`src/rtl/ram_rr_arbiter.sv`:
```
// Round-robin arbiter and sequencer for a shared single-port RAM.
// Latency: grant at edge E, RAM access in the next cycle, ack one cycle later; requesters hold req until ack.
module ram_rr_arbiter #(
   parameter int DATA_W = 8,
   parameter int ADDR_W = 3
) (
   input  logic              clk,
   input  logic              rst_n,
   input  logic              req0,
   input  logic              we0,
   input  logic [ADDR_W-1:0] addr0,
   input  logic [DATA_W-1:0] wdata0,
   output logic              ack0,
   output logic [DATA_W-1:0] rdata0,
   input  logic              req1,
   input  logic              we1,
   input  logic [ADDR_W-1:0] addr1,
   input  logic [DATA_W-1:0] wdata1,
   output logic              ack1,
   output logic [DATA_W-1:0] rdata1,
   output logic              ram_we,
   output logic [ADDR_W-1:0] ram_addr,
   output logic [DATA_W-1:0] ram_din,
   input  logic [DATA_W-1:0] ram_dout
);

   localparam logic IDLE   = 1'b0;
   localparam logic ACCESS = 1'b1;

   logic              state;
   logic              owner;
   logic              last_grant;
   logic              cmd_we;
   logic [ADDR_W-1:0] cmd_addr;
   logic [DATA_W-1:0] cmd_wdata;
   logic              elig0;
   logic              elig1;
   logic              grant0;
   logic              grant1;

   // A requester still showing its ack has just been served; its held req is not a new command yet.
   assign elig0  = req0 & ~ack0;
   assign elig1  = req1 & ~ack1;
   assign grant0 = elig0 & (~elig1 | last_grant);
   assign grant1 = elig1 & (~elig0 | ~last_grant);

   always_ff @(posedge clk) begin
      if (!rst_n) begin
         state      <= IDLE;
         owner      <= 1'b0;
         last_grant <= 1'b1;
         cmd_we     <= 1'b0;
         cmd_addr   <= '0;
         cmd_wdata  <= '0;
         ack0       <= 1'b0;
         ack1       <= 1'b0;
         rdata0     <= '0;
         rdata1     <= '0;
      end else begin
         ack0 <= 1'b0;
         ack1 <= 1'b0;
         if (state == IDLE) begin
            if (grant0 | grant1) begin
               owner     <= grant1;
               cmd_we    <= grant1 ? we1    : we0;
               cmd_addr  <= grant1 ? addr1  : addr0;
               cmd_wdata <= grant1 ? wdata1 : wdata0;
               state     <= ACCESS;
            end
         end else begin
            if (owner) begin
               ack1 <= 1'b1;
               if (!cmd_we) rdata1 <= ram_dout;
            end else begin
               ack0 <= 1'b1;
               if (!cmd_we) rdata0 <= ram_dout;
            end
            last_grant <= owner;
            state      <= IDLE;
         end
      end
   end

   // rst_n gates the strobe so a reset landing on the access cycle suppresses the RAM write.
   assign ram_we   = cmd_we & (state == ACCESS) & rst_n;
   assign ram_addr = cmd_addr;
   assign ram_din  = cmd_wdata;

endmodule

```
`config.mk`:
```
export PLATFORM = sky130hd
export DESIGN_NAME = ram_rr_arbiter
export DESIGN_NICKNAME = d
export VERILOG_FILES = /design/src/rtl/ram_rr_arbiter.sv
export SDC_FILE = /design/constraint.sdc
export NUM_CORES = 1
export LEC_CHECK = 0
export CAP_MARGIN = 20
export CORE_UTILIZATION = 35
export CTS_BUF_LIST = sky130_fd_sc_hd__clkbuf_8 sky130_fd_sc_hd__clkbuf_16
export CTS_CLUSTER_DIAMETER = 30
export DETAILED_ROUTE_END_ITERATION = 12
export PLACE_DENSITY_LB_ADDON = 0.2
export SYNTH_ARGS = -nofsm -noshare
export SYNTH_HDL_FRONTEND = slang
export SYNTH_SLANG_ARGS = --single-unit
```
`constraint.sdc`:
```
create_clock -name clk -period 3.45 [get_ports clk]
set_clock_uncertainty 0.05 [all_clocks]
set_input_delay 0.345 -clock clk [delete_from_list [all_inputs] [get_ports clk]]
set_output_delay 0.345 -clock clk [all_outputs]
set_load 0.01 [all_outputs]
```
Yosys cells after proc, flatten, opt, wreduce, memory -nomap -nowiden:

Index checks and enable logic that the tools add are counted.

* $mul: 0
* reductions and logical operators: 5
* bitwise operators: 18
* divide/modulo/power cells: 0
* magnitude comparators: 0
* equality and inequality tests: 0
* add/sub/neg operators: 0
* shift-type cells: 0
* multiplexer cells: 6

Operators with widths (count)
* NOT 1 bit: 9
* two-way mux 8 bit: 1
* bitwise AND 1 bit: 6
* AND reduction 3 bit: 2
* two-way mux 1 bit: 4
* AND reduction 2 bit: 2
* two-way mux 3 bit: 1
* bitwise OR 1 bit: 3
* OR reduction 2 bit: 1

* word-level logic and storage cells: 39
* latch bits: 0
* output and inout port bits: 30
* flip-flop bits (word level): 33
* memory bits (writable): 0
* memories: 0
* bits in read-only memories: 0
* input bits: 36

Longest topological paths before layout:

* depth in word-level cells: 7
* depth in mapped cells: 5
* gate-level depth less buffers: 4

Worst setup path after synthesis:

OpenSTA, ideal clock, no wires.

* path kind: reg-to-reg
* start: register ack0
* end: register cmd_we
* buffers on the path: 1
* stages on the path, launching flop included: 6
* arrival: 1.060 ns
* slack: 2.266 ns
* setup time: 0.074 ns
* required time: 3.326 ns
* period minus slack after synthesis: 1.184 ns
* cells stage by stage: dfxtp_1 -> nand3b_1 -> nor2b_1 -> buf_2 -> nand2_1 -> a31oi_1

* word-level cells in the longest chain between the ends: 7
* elaborated cells between the ends (all ways): 9
* classes of those cells: 1 x mux; 7 x bitwise; 1 x reduce/logical

RTL lines
* from (decl): RTL line 13 `output logic ack0,`
* from (signal assigned): RTL line 55 `ack0 <= 1'b0;`
* from (signal assigned): RTL line 60 `ack0 <= 1'b0;`
* from (signal assigned): RTL line 75 `ack0 <= 1'b1;`
* NOT 1 bit *: RTL line 42 `assign elig0 = req0 & ~ack0;`
* bitwise AND 1 bit *: RTL line 42
* NOT 1 bit: RTL line 45 `assign grant1 = elig1 & (~elig0 | ~last_grant);`
* bitwise OR 1 bit: RTL line 45
* bitwise AND 1 bit: RTL line 45
* bitwise OR 1 bit: RTL line 63 `if (grant0 | grant1) begin`
* AND reduction 2 bit (no line)
* to (signal assigned): RTL line 65 `cmd_we <= grant1 ? we1 : we0;`
* to (decl): RTL line 33 `logic cmd_we;`

Mark *: on every way between the ends. The rest lies on a longest branch, timed or not.
A chain may end at the register's enable or synchronous reset.

Worst setup path after layout:

* start: input rst_n
* end: output ram_we

* word-level cells in the longest chain between the ends: 1

RTL lines
* from (decl): RTL line 8 `input logic rst_n,`
* bitwise AND 1 bit: RTL line 85 `assign ram_we = cmd_we & (state == ACCESS) & rst_n;`
* to (decl): RTL line 21 `output logic ram_we,`

Every way passes these cells.

==> impl_metrics.ini <==
[outcome]
status = finished, final reports clean

[logic_synthesis]
synthAdderAreaFrac = 0
synthSimpleGateAreaFrac = 0.235
synth_nets = 186
synthXorXnorAreaFrac = 0
async_flop_share = 0
synth_top_area_share = 0.500
ys_warn_count = 0
synth-compound-area-share = 0.165
syn_area_um2 = 1320
ys_ff_latch = 33
yosys-top-cells-area = dfxtp_1 (50%), nand2_1 (12%), mux2i_1 (6.1%), a31oi_1 (5.7%), a21boi_1 (4.5%)
synth.distinct_cells = 26
synthCells = 150
yosys_most_used_dff = dfxtp_1
yosysSeqAreaShare = 0.500
synth_top_family_by_area = simple AND/OR/NAND/NOR gates
synth_top_area_cell = dfxtp_1
syn_area_per_cell_um2 = 8.82
synth_mux_area_frac = 0.0605
synth-edff-count = 0

[clock_tree]
clk_path_buf_depth = 2
h-tree-depth = 2
cts_tree = built
cts-root-buf = clkbuf_8
cts.sinks = 33
path_clk_slew_ps = 60
cts_made_buffers = 5
cts_resized = 0
ctsHoldBuffers = 0
clock_latency_ps = 280
cts_setup_buffers = 0

[global_routing]
grt_pass1_wl_um = 4940
track_usage = 0.159
overflow = 0
grt_start_max_net_pins = 34
grt_pass1_vias = 1185
grt_antenna_before_repair = 0

[die]
die_h_um = 63.5
start_util = 0.381
core_um2 = 3470
rows = 21
boundaryPins = 66
die-area_um2 = 4030
die_width_um = 63.5

[worst_setup_path]
crit_slowest_cell = clkdlybuf4s50_1
start_kind = input pin
path_class = input pin to primary output
path_common_cell = clkdlybuf4s50_1
cp_data_required_time_ps = 3050
cp_slowest_stage_delay_ps = 530
cp-end-kind = primary output
r2r-end = rdata0[0]
r2r_cells = 3
arrival_ps = 1790
r2r_slack_ps = 1770
r2r_start = state
crit_chain = clkdlybuf4s50_1 -> buf_4 -> and3_1 -> clkdlybuf4s50_1
critPathMaxFanout = 33

[cells_and_area]
drive_gt1_frac = 0.0558
regArea_um2 = 661
utilization = 0.597
num_antenna_cells = 0
synthToLayoutAreaGrowth_pct = 56.6
nFillCells = 319
multi_input_area_um2 = 608
final_cell_area_um2 = 2070
nets = 250

[sta]
setup_tns_ps = 0
slew_headroom = 0.457
drv_slew = 0
period_share = 0.634
fmax_mhz = 457
final-hold-violation-count = 0
setup_violations = 0
fin_crit_ps = 2190
tightestPinTransition_ps = 810
rsz0062_at_grt = no

[drt]
via_count = 1212
drt_pre_antenna_iters = 4
wl_um = 3040
wl_per_cell_um = 11.6
drtIter0Drc = 29
post_drt_via_cell_ratio = 4.64
ant_nets = 0
drc_errors = 0

[job]
max_cap_violations = 0

[placed_design]
finalWeightedCongestion = 0.714
hpwlAfterDp_um = 2230
portBuffers = 65
placed_cell_area_um2 = 1990

[hold_path]
holdPathEnd = rdata1[6]
whs_path_depth = 2
holdCritPathClass = register to register
worstHoldStart = rdata1[6]

[power_and_ir_drop]
p_per_area_nw_per_um2 = 421
ir_drop_uv = 273
p_leak_nw = 0.764
## cells in the final DEF (no fill, tap or decap), drive strengths merged
| cell type | count |
|---|---|
| a21boi | 8 |
| a21oi | 1 |
| a31oi | 12 |
| and2 | 2 |
| and3 | 1 |
| buf | 1 |
| clkbuf | 5 |
| clkdlybuf4s50 | 65 |
| clkinv | 2 |
| dfxtp | 33 |
| inv | 2 |
| mux2i | 8 |
| nand2 | 42 |
| nand2b | 4 |
| nand3 | 1 |
| nand3b | 1 |
| nor2 | 3 |
| nor2b | 9 |
| nor3b | 1 |
| o21ai | 12 |
| o22ai | 1 |
| or2 | 1 |
## power breakdown
group          internal, W  switching, W  leakage, nW  total [W]
Clock             0.000137      0.000133       0.0491   0.000270
Sequential        0.000409     0.0000165        0.271   0.000425
Combinational     0.000104     0.0000734        0.444   0.000177
Total             0.000649      0.000223        0.764   0.000872
## cells in the mapped netlist, types with 3 or more instances
cell type	number
nand2_1	42
dfxtp_1	33
a31oi_1	12
nor2b_1	9
o21ai_0	9
a21boi_1	8
mux2i_1	8
buf_2	4
nand2b_1	3
o21ai_1	3
## worst max-delay path by stage
| stage | start | to | cells after the start | slack, ps |
|---|---|---|---|---|
| floorplan | ack0 | cmd_we | 5 | 2270 |
| global placement | rst_n | ram_we | 4 | 1280 |
| detailed placement | rst_n | ram_we | 4 | 1250 |
| CTS | rst_n | ram_we | 4 | 1250 |
| global route | rst_n | ram_we | 4 | 1200 |
| finish | rst_n | ram_we | 4 | 1260 |
## stage by stage
step	instances	hold slack, ps	worst slack [ps]	power (W)
final	261	408	1260	0.000872
after CTS	261	406	1250	0.000885
after floorplan	150	386	2270	0.000515
after global routing	261	431	1200	0.000919
after global placement	253	391	1280	0.000608
after detailed placement	253	397	1250	0.000613
## logic make-up (layout without fill, tap and decap cells)
logic type	count (synthesis)	after routing
compound gates	34	34
mux	8	8
buf+inv	10	75
simple gates	65	65
flops	33	33
## cell type report
| cell class | instances | share of cell area |
|---|---|---|
| clock buffers | 5 | 0.0332 |
| repair buffers | 66 | 0.318 |
| multi-input cells | 107 | 0.294 |
| well taps | 46 | 0.0278 |
| flip-flops and latches | 33 | 0.319 |
| inverters | 1 | 0.00181 |
| clock inverters | 3 | 0.00665 |
## state kept, by name (all words and copies together) (netlist names)
signal,count
ack1,1
owner,1
ram_din,8
rdata1,8
rdata0,8
ack0,1
ram_addr,3
last_grant,1
cmd_we,1
state,1
## worst max-delay path: cells and delay by family
| kind | cells | cell delay, ps |
|---|---|---|
| buffers and inverters | 3 | 1250 |
| and+or+nand+nor | 1 | 200 |
## metal layers
| layer | global-route usage | part of all wire | routed length, µm | vias to the layer above |
|---|---|---|---|---|
| met5 | 0 | 0 | 0 | - |
| met4 | 0.0511 | 0.011 | 33 | 0 |
| met3 | 0.0978 | 0.11 | 322 | 4 |
| met2 | 0.266 | 0.46 | 1400 | 49 |
| met1 | 0.161 | 0.42 | 1290 | 531 |
| li1 | - | - | - | 628 |
No activity file was read; power rests on OpenSTA's default activity.
